### src/rtl/tdm_pkg.sv
// Shared definitions for the TDM demultiplexer.
//   state_e  : FSM state encoding (hunt for frame sync / run inside a frame)
//   DefaultN : default number of time slots per frame
package tdm_pkg;

  localparam int unsigned DefaultN = 8;

  typedef enum logic {
    StHunt = 1'b0,
    StRun  = 1'b1
  } state_e;

endpackage

### src/rtl/tdm_slot_counter.sv
// Slot index counter for the TDM demultiplexer.
// Ports:
//   clk_i       : clock, rising edge
//   rst_i       : synchronous active-high reset, clears the index to 0
//   load_zero_i : wrap to slot 0 (frame completed or sync lost)
//   load_one_i  : restart at slot 1 (frame sync accepted as slot 0)
//   incr_i      : advance to the next slot
//   slot_o      : index of the next slot to be written
module tdm_slot_counter #(
  parameter int unsigned CW = 3
) (
  input  logic          clk_i,
  input  logic          rst_i,
  input  logic          load_zero_i,
  input  logic          load_one_i,
  input  logic          incr_i,
  output logic [CW-1:0] slot_o
);

  logic [CW-1:0] slot_q;

  // The FSM only asserts incr_i below N-1, so the index never exceeds N-1.
  always_ff @(posedge clk_i) begin
    if (rst_i) begin
      slot_q <= '0;
    end else if (load_zero_i) begin
      slot_q <= '0;
    end else if (load_one_i) begin
      slot_q <= CW'(1);
    end else if (incr_i) begin
      slot_q <= slot_q + CW'(1);
    end
  end

  assign slot_o = slot_q;

endmodule

### src/rtl/tdm_demux.sv
// Serial TDM frame demultiplexer.
// Collects one bit per valid cycle into a shadow register and presents the
// completed frame on q, so partial frames are never visible.
// Ports:
//   clock      : clock, rising edge
//   reset      : synchronous active-high reset
//   din        : serial slot data, sampled when valid
//   valid      : qualifies din and frame_sync
//   frame_sync : with valid, marks din as slot 0
//   q          : last completed frame, slot i on q[i]
//   frame_done : one-cycle pulse when q takes a new frame
//   sync_err   : one-cycle pulse on an early or missing frame sync
//   locked     : high while the FSM is in the run state
//   slot       : index of the next slot to be written
module tdm_demux
  import tdm_pkg::*;
#(
  parameter int unsigned N  = DefaultN,
  parameter int unsigned CW = 3
) (
  input  logic          clock,
  input  logic          reset,
  input  logic          din,
  input  logic          valid,
  input  logic          frame_sync,
  output logic [N-1:0]  q,
  output logic          frame_done,
  output logic          sync_err,
  output logic          locked,
  output logic [CW-1:0] slot
);

  state_e        state_q, state_d;
  // Slot N-1 goes straight from din into q, so only N-1 bits are buffered.
  logic [N-2:0]  shadow_q;
  logic [N-1:0]  frame_q;
  logic          frame_done_q;
  logic          sync_err_q;

  logic          load_zero;
  logic          load_one;
  logic          incr;
  logic          write_shadow;
  logic          complete;
  logic          err_d;
  logic [CW-1:0] wr_idx;
  logic          slot_is_zero;
  logic          slot_is_last;

  assign slot_is_zero = (slot == '0);
  assign slot_is_last = (slot == CW'(N - 1));
  assign wr_idx       = frame_sync ? '0 : slot;

  always_comb begin
    state_d      = state_q;
    load_zero    = 1'b0;
    load_one     = 1'b0;
    incr         = 1'b0;
    write_shadow = 1'b0;
    complete     = 1'b0;
    err_d        = 1'b0;
    if (valid) begin
      if (frame_sync) begin
        // Sync always restarts a frame; mid-frame it also flags the lost frame.
        state_d      = StRun;
        load_one     = 1'b1;
        write_shadow = 1'b1;
        err_d        = (state_q == StRun) && !slot_is_zero;
      end else if (state_q == StRun) begin
        if (slot_is_zero) begin
          // Expected a sync bit here; drop it and go back to hunting.
          state_d = StHunt;
          err_d   = 1'b1;
        end else if (slot_is_last) begin
          complete  = 1'b1;
          load_zero = 1'b1;
        end else begin
          write_shadow = 1'b1;
          incr         = 1'b1;
        end
      end
    end
  end

  always_ff @(posedge clock) begin
    if (reset) begin
      state_q      <= StHunt;
      shadow_q     <= '0;
      frame_q      <= '0;
      frame_done_q <= 1'b0;
      sync_err_q   <= 1'b0;
    end else begin
      state_q      <= state_d;
      frame_done_q <= complete;
      sync_err_q   <= err_d;
      if (write_shadow) begin
        shadow_q[wr_idx] <= din;
      end
      if (complete) begin
        frame_q <= {din, shadow_q};
      end
    end
  end

  tdm_slot_counter #(
    .CW (CW)
  ) u_slot_counter (
    .clk_i       (clock),
    .rst_i       (reset),
    .load_zero_i (load_zero),
    .load_one_i  (load_one),
    .incr_i      (incr),
    .slot_o      (slot)
  );

  assign q          = frame_q;
  assign frame_done = frame_done_q;
  assign sync_err   = sync_err_q;
  assign locked     = (state_q == StRun);

endmodule

### config.mk
export PLATFORM = sky130hd
export DESIGN_NAME = tdm_demux
export DESIGN_NICKNAME = d
export VERILOG_FILES = /design/src/rtl/tdm_pkg.sv /design/src/rtl/tdm_slot_counter.sv /design/src/rtl/tdm_demux.sv
export SDC_FILE = /design/constraint.sdc
export NUM_CORES = 1
export LEC_CHECK = 0
export ABC_CLOCK_PERIOD_IN_PS = 1600
export BUFFER_PORTS_ARGS = -buffer_cell sky130_fd_sc_hd__buf_2
export CAP_MARGIN = 20
export CORE_MARGIN = 5
export CORE_UTILIZATION = 47
export DETAILED_ROUTE_END_ITERATION = 8
export PLACE_DENSITY = 0.73
export RECOVER_POWER = 25
export SETUP_SLACK_MARGIN = 0.1
export SLEW_MARGIN = 20
export SYNTH_ARGS = -nofsm -noshare
export SYNTH_HDL_FRONTEND = slang
export SYNTH_SLANG_ARGS = --single-unit
### constraint.sdc
create_clock -name clock -period 1.6 [get_ports clock]
set_input_delay 0.24 -clock clock [delete_from_list [all_inputs] [get_ports clock]]
set_output_delay 0.24 -clock clock [all_outputs]
set_load 0.02 [all_outputs]
==> results.txt <==
----------------------------------------------------
[Clock network]
  Clock transition at path regs ... between 100 and 150 ps
  Number of buffers created by CTS ... 3
  Clock net sink count ... 21
  H-tree depth ... 1
  Number of hold buffers added after CTS ... 0
  Clock Path Buffers ... 2
  Clock latency on the worst-skew pair ... between 200 and 300 ps
  CTS tree ... built
  Clock root buffer master ... sky130_fd_sc_hd__clkbuf_4

[STA]
  Slew at the pin closest to its max-slew limit ... about 330 ps
  Post-Route Skew ... between 2 and 3 ps
  Worst rel slew slack ... between 70% and 80%
  TNS Setup ... 0 ps
  Final worst hold slack ... approximately 170 ps
  Ratio of final minimum period to clock period ... approximately 95%
  Count of final hold-check violations ... 0
  Maximum operating frequency ... 658 MHz
  Number of max-slew violations in the final report ... 0
  Tmin final ... 1520 ps
  Setup-failing EPs final ... 0
  Setup ws final ... between 80 and 90 ps
  Setup repair after global routing missed its margin ... yes

[Power and ir drop]
  Worst supply voltage drop on vdd ... 0.381 mV
  Leakage ... between 0.4 and 0.5 nW
  PnR Total Power ... 871 uW
  Total power divided by cell area ... about 740 nW/um2

[Placed design]
  Post-place setup slack ... roughly 32 ps
  Hpwl dp ... 1390 um
  Placed instance count ... ~140
  Final RePlAce weighted congestion ... ~0.82
  Count of port buffers added during placement ... 18
  DP Area ... approximately 1100 um2

[Setup path]
  Endpoint of the lowest-slack register-to-register path ... shadow_q[6]
  Endpoint required time on the critical path ... 1780 ps
  Kind of end point of the critical path ... flip-flop
  Critical Setup Path Class ... flip-flop to flip-flop
  Worst endpoint data arrival time ... about 1700 ps
  Setup crit start ... u_slot_counter.slot_o[0]
  Critical register-to-register path startpoint ... u_slot_counter.slot_o[0]
  Reg-to-reg slack, setup ... 80 ps
  Timing endpoint of the critical path ... shadow_q[6]
  Worst Setup Start Kind ... flip-flop
  Highest fanout seen on the critical path ... 4
  Worst-case reg-to-reg path depth ... 4

[Route]
  Antenna Nets Post-Route ... 0
  DR iter-0 viols ... 6
  Routed vias ... a little under 800
  Detailed-router iteration count before antenna repair ... 4
  DRC ... 0
  DR vias/cell ... about 5.4
  WL final ... 1950 um
  Drt wl/cell ... 13.6 um

[Floorplan]
  I/O pin cnt ... 19
  Std-Cell Core Area ... 1920 um2
  Overall die width ... 54.4 um
  Effective utilization at floorplan ... 48.1%
  Chip Height ... 54.4 um
  Die outline area ... slightly below 3000 um2
  Std-Cell Rows ... 16

[Cells and area]
  Final Instance Area ... ~1200 um2
  Total Nets Final ... roughly 130
  Utilization after layout ... around three fifths
  Synthesis-to-finish area growth ... 26.8%
  Antenna cell count ... 0
  Share of cells above drive strength 1 ... 33.6%
  Number of non-filler instances in the completed layout ... about 140

[Global routing]
  GR Overflow Total ... 0
  Overall Global Routing Usage ... about 15%
  Via count of the first global-routing pass ... between 700 and 800
  Maximum number of pins on one net before global-route repair ... 14
  Initial antenna violation count ... 0
  First-pass GRT wire length ... around 3300 um

[Synth]
  Yosys warning count ... 0
  Synth Flop Type ... sky130_fd_sc_hd__dfxtp_1
  Number of distinct library cells after synthesis ... 32
  Largest area contributor in the netlist ... sky130_fd_sc_hd__dfxtp_1
  Synth Register Bits ... 21
  Top cells by area in the synthesized netlist ... sky130_fd_sc_hd__dfxtp_1 45%, sky130_fd_sc_hd__a22o_1 7.6%, sky130_fd_sc_hd__mux2i_1 7.6%
  Post-synth design cell area ... 925 um2
  Dominant cell by count in the synthesized netlist ... sky130_fd_sc_hd__dfxtp_1
  Syn avg cell area ... 10.4 um2
  Net count of the mapped netlist ... 97
  Share of synthesized area occupied by flip-flops and latches ... a little under half
  EDFF count, synth ... 0
  Leading cell types by count after synthesis ... 21 x sky130_fd_sc_hd__dfxtp_1, 8 x sky130_fd_sc_hd__a22o_1, 7 x sky130_fd_sc_hd__mux2i_1, 7 x sky130_fd_sc_hd__nand2b_1, 7 x sky130_fd_sc_hd__nand3_1
  Area share of the largest cell type after synthesis ... a little under half
  Fraction of registers with async set/reset ... 0%
  Instance count of the mapped netlist ... 89

[Worst hold path]
  Worst Hold Class ... primary input to flip-flop

[Outcome]
  Outcome ... complete, no violations

[Job]
  Max-cap violations ... 0

----------------------------------------------------
## logic make-up (layout without fill, tap and decap cells)
group | after synthesis | in the layout | synth area share (%)
xor gates and xnor gates | 1 | 1 | 0.947
AOI/OAI and AO/OA | 19 | 19 | 16.5
buffers and inverters | 6 | 33 | 2.57
DFF | 21 | 21 | 45.5
and+or+nand+nor | 31 | 31 | 21.6
muxes | 8 | 8 | 8.80
adders and majority gates | 3 | 3 | 4.06
## cells in the final DEF (no fill, tap or decap), drive strengths merged
master    n
dfxtp    21
buf      19
clkbuf   11
a22o      8
nand2b    7
mux2i     7
nand3     7
a21oi     3
ha        3
inv       2
nand2     2
nor4      2
o311ai    2
or4       2
nor2b     2
a31oi     1
nor3b     1
nand4b    1
and3b     1
mux2      1
a31o      1
and4b     1
nor2      1
nor4bb    1
and2b     1
a21bo     1
xnor2     1
nor3      1
a221oi    1
a211oi    1
or3       1
o2111ai   1
clkinv    1
## registers in the layout, summed over array words and instances, names as in the netlist
register / count
frame_done: 1
locked: 1
q: 8
shadow_q: 7
sync_err: 1
u_slot_counter.slot_o: 3
## worst max-delay path: stages, from the launching register on
cell and delay [ps]:
sky130_fd_sc_hd__dfxtp_4 370, sky130_fd_sc_hd__ha_2 200, sky130_fd_sc_hd__nand4b_1 240, sky130_fd_sc_hd__or4_4 470, sky130_fd_sc_hd__mux2i_1 130
## how the worst min path moves through the flow
stage | start | to | slack [ps] | cells past startpoint
after floorplan | din | q[7] | 370 | 1
after global placement | shadow_q[6] | q[6] | 450 | 1
after detailed placement | shadow_q[6] | q[6] | 460 | 1
after CTS | din | q[7] | 170 | 2
after global routing | din | q[7] | 160 | 2
final | din | q[7] | 170 | 2
## repair_timing
| action | CTS | global route |
|---|---|---|
| setup buffers | 0 | 2 |
| endpoints found under the hold margin | 0 | 0 |
| endpoints found under the setup margin | 12 | 13 |
| cloned | 0 | 0 |
| resized for setup | 7 | 6 |
## layer usage
metal | wire length (um) | vias up | GRT usage [%]
li1 | - | 392 | -
met1 | 880 | 367 | 17.7
met2 | 967 | 15 | 27.3
met3 | 77 | 4 | 2.45
met4 | 22 | 0 | 4.98
met5 | 0 | - | 0
## cell type report
| cell class | instances | area, um2 |
|---|---|---|
| Fill cell | 179 | 749 |
| Tap cell | 27 | 33.8 |
| Clock buffer | 3 | 22.5 |
| Inverter | 2 | 7.51 |
| Multi-Input combinational cell | 62 | 523 |
| Sequential cell | 21 | 429 |
| Clock inverter | 1 | 5.00 |
| Timing Repair Buffer | 27 | 151 |
## report_power, final
part	total, mW	internal, mW	switching [mW]
combinational	0.0902	0.0390	0.0512
sequential	0.535	0.527	0.00741
clock	0.246	0.0929	0.153
No activity file was read; power rests on OpenSTA's default activity.
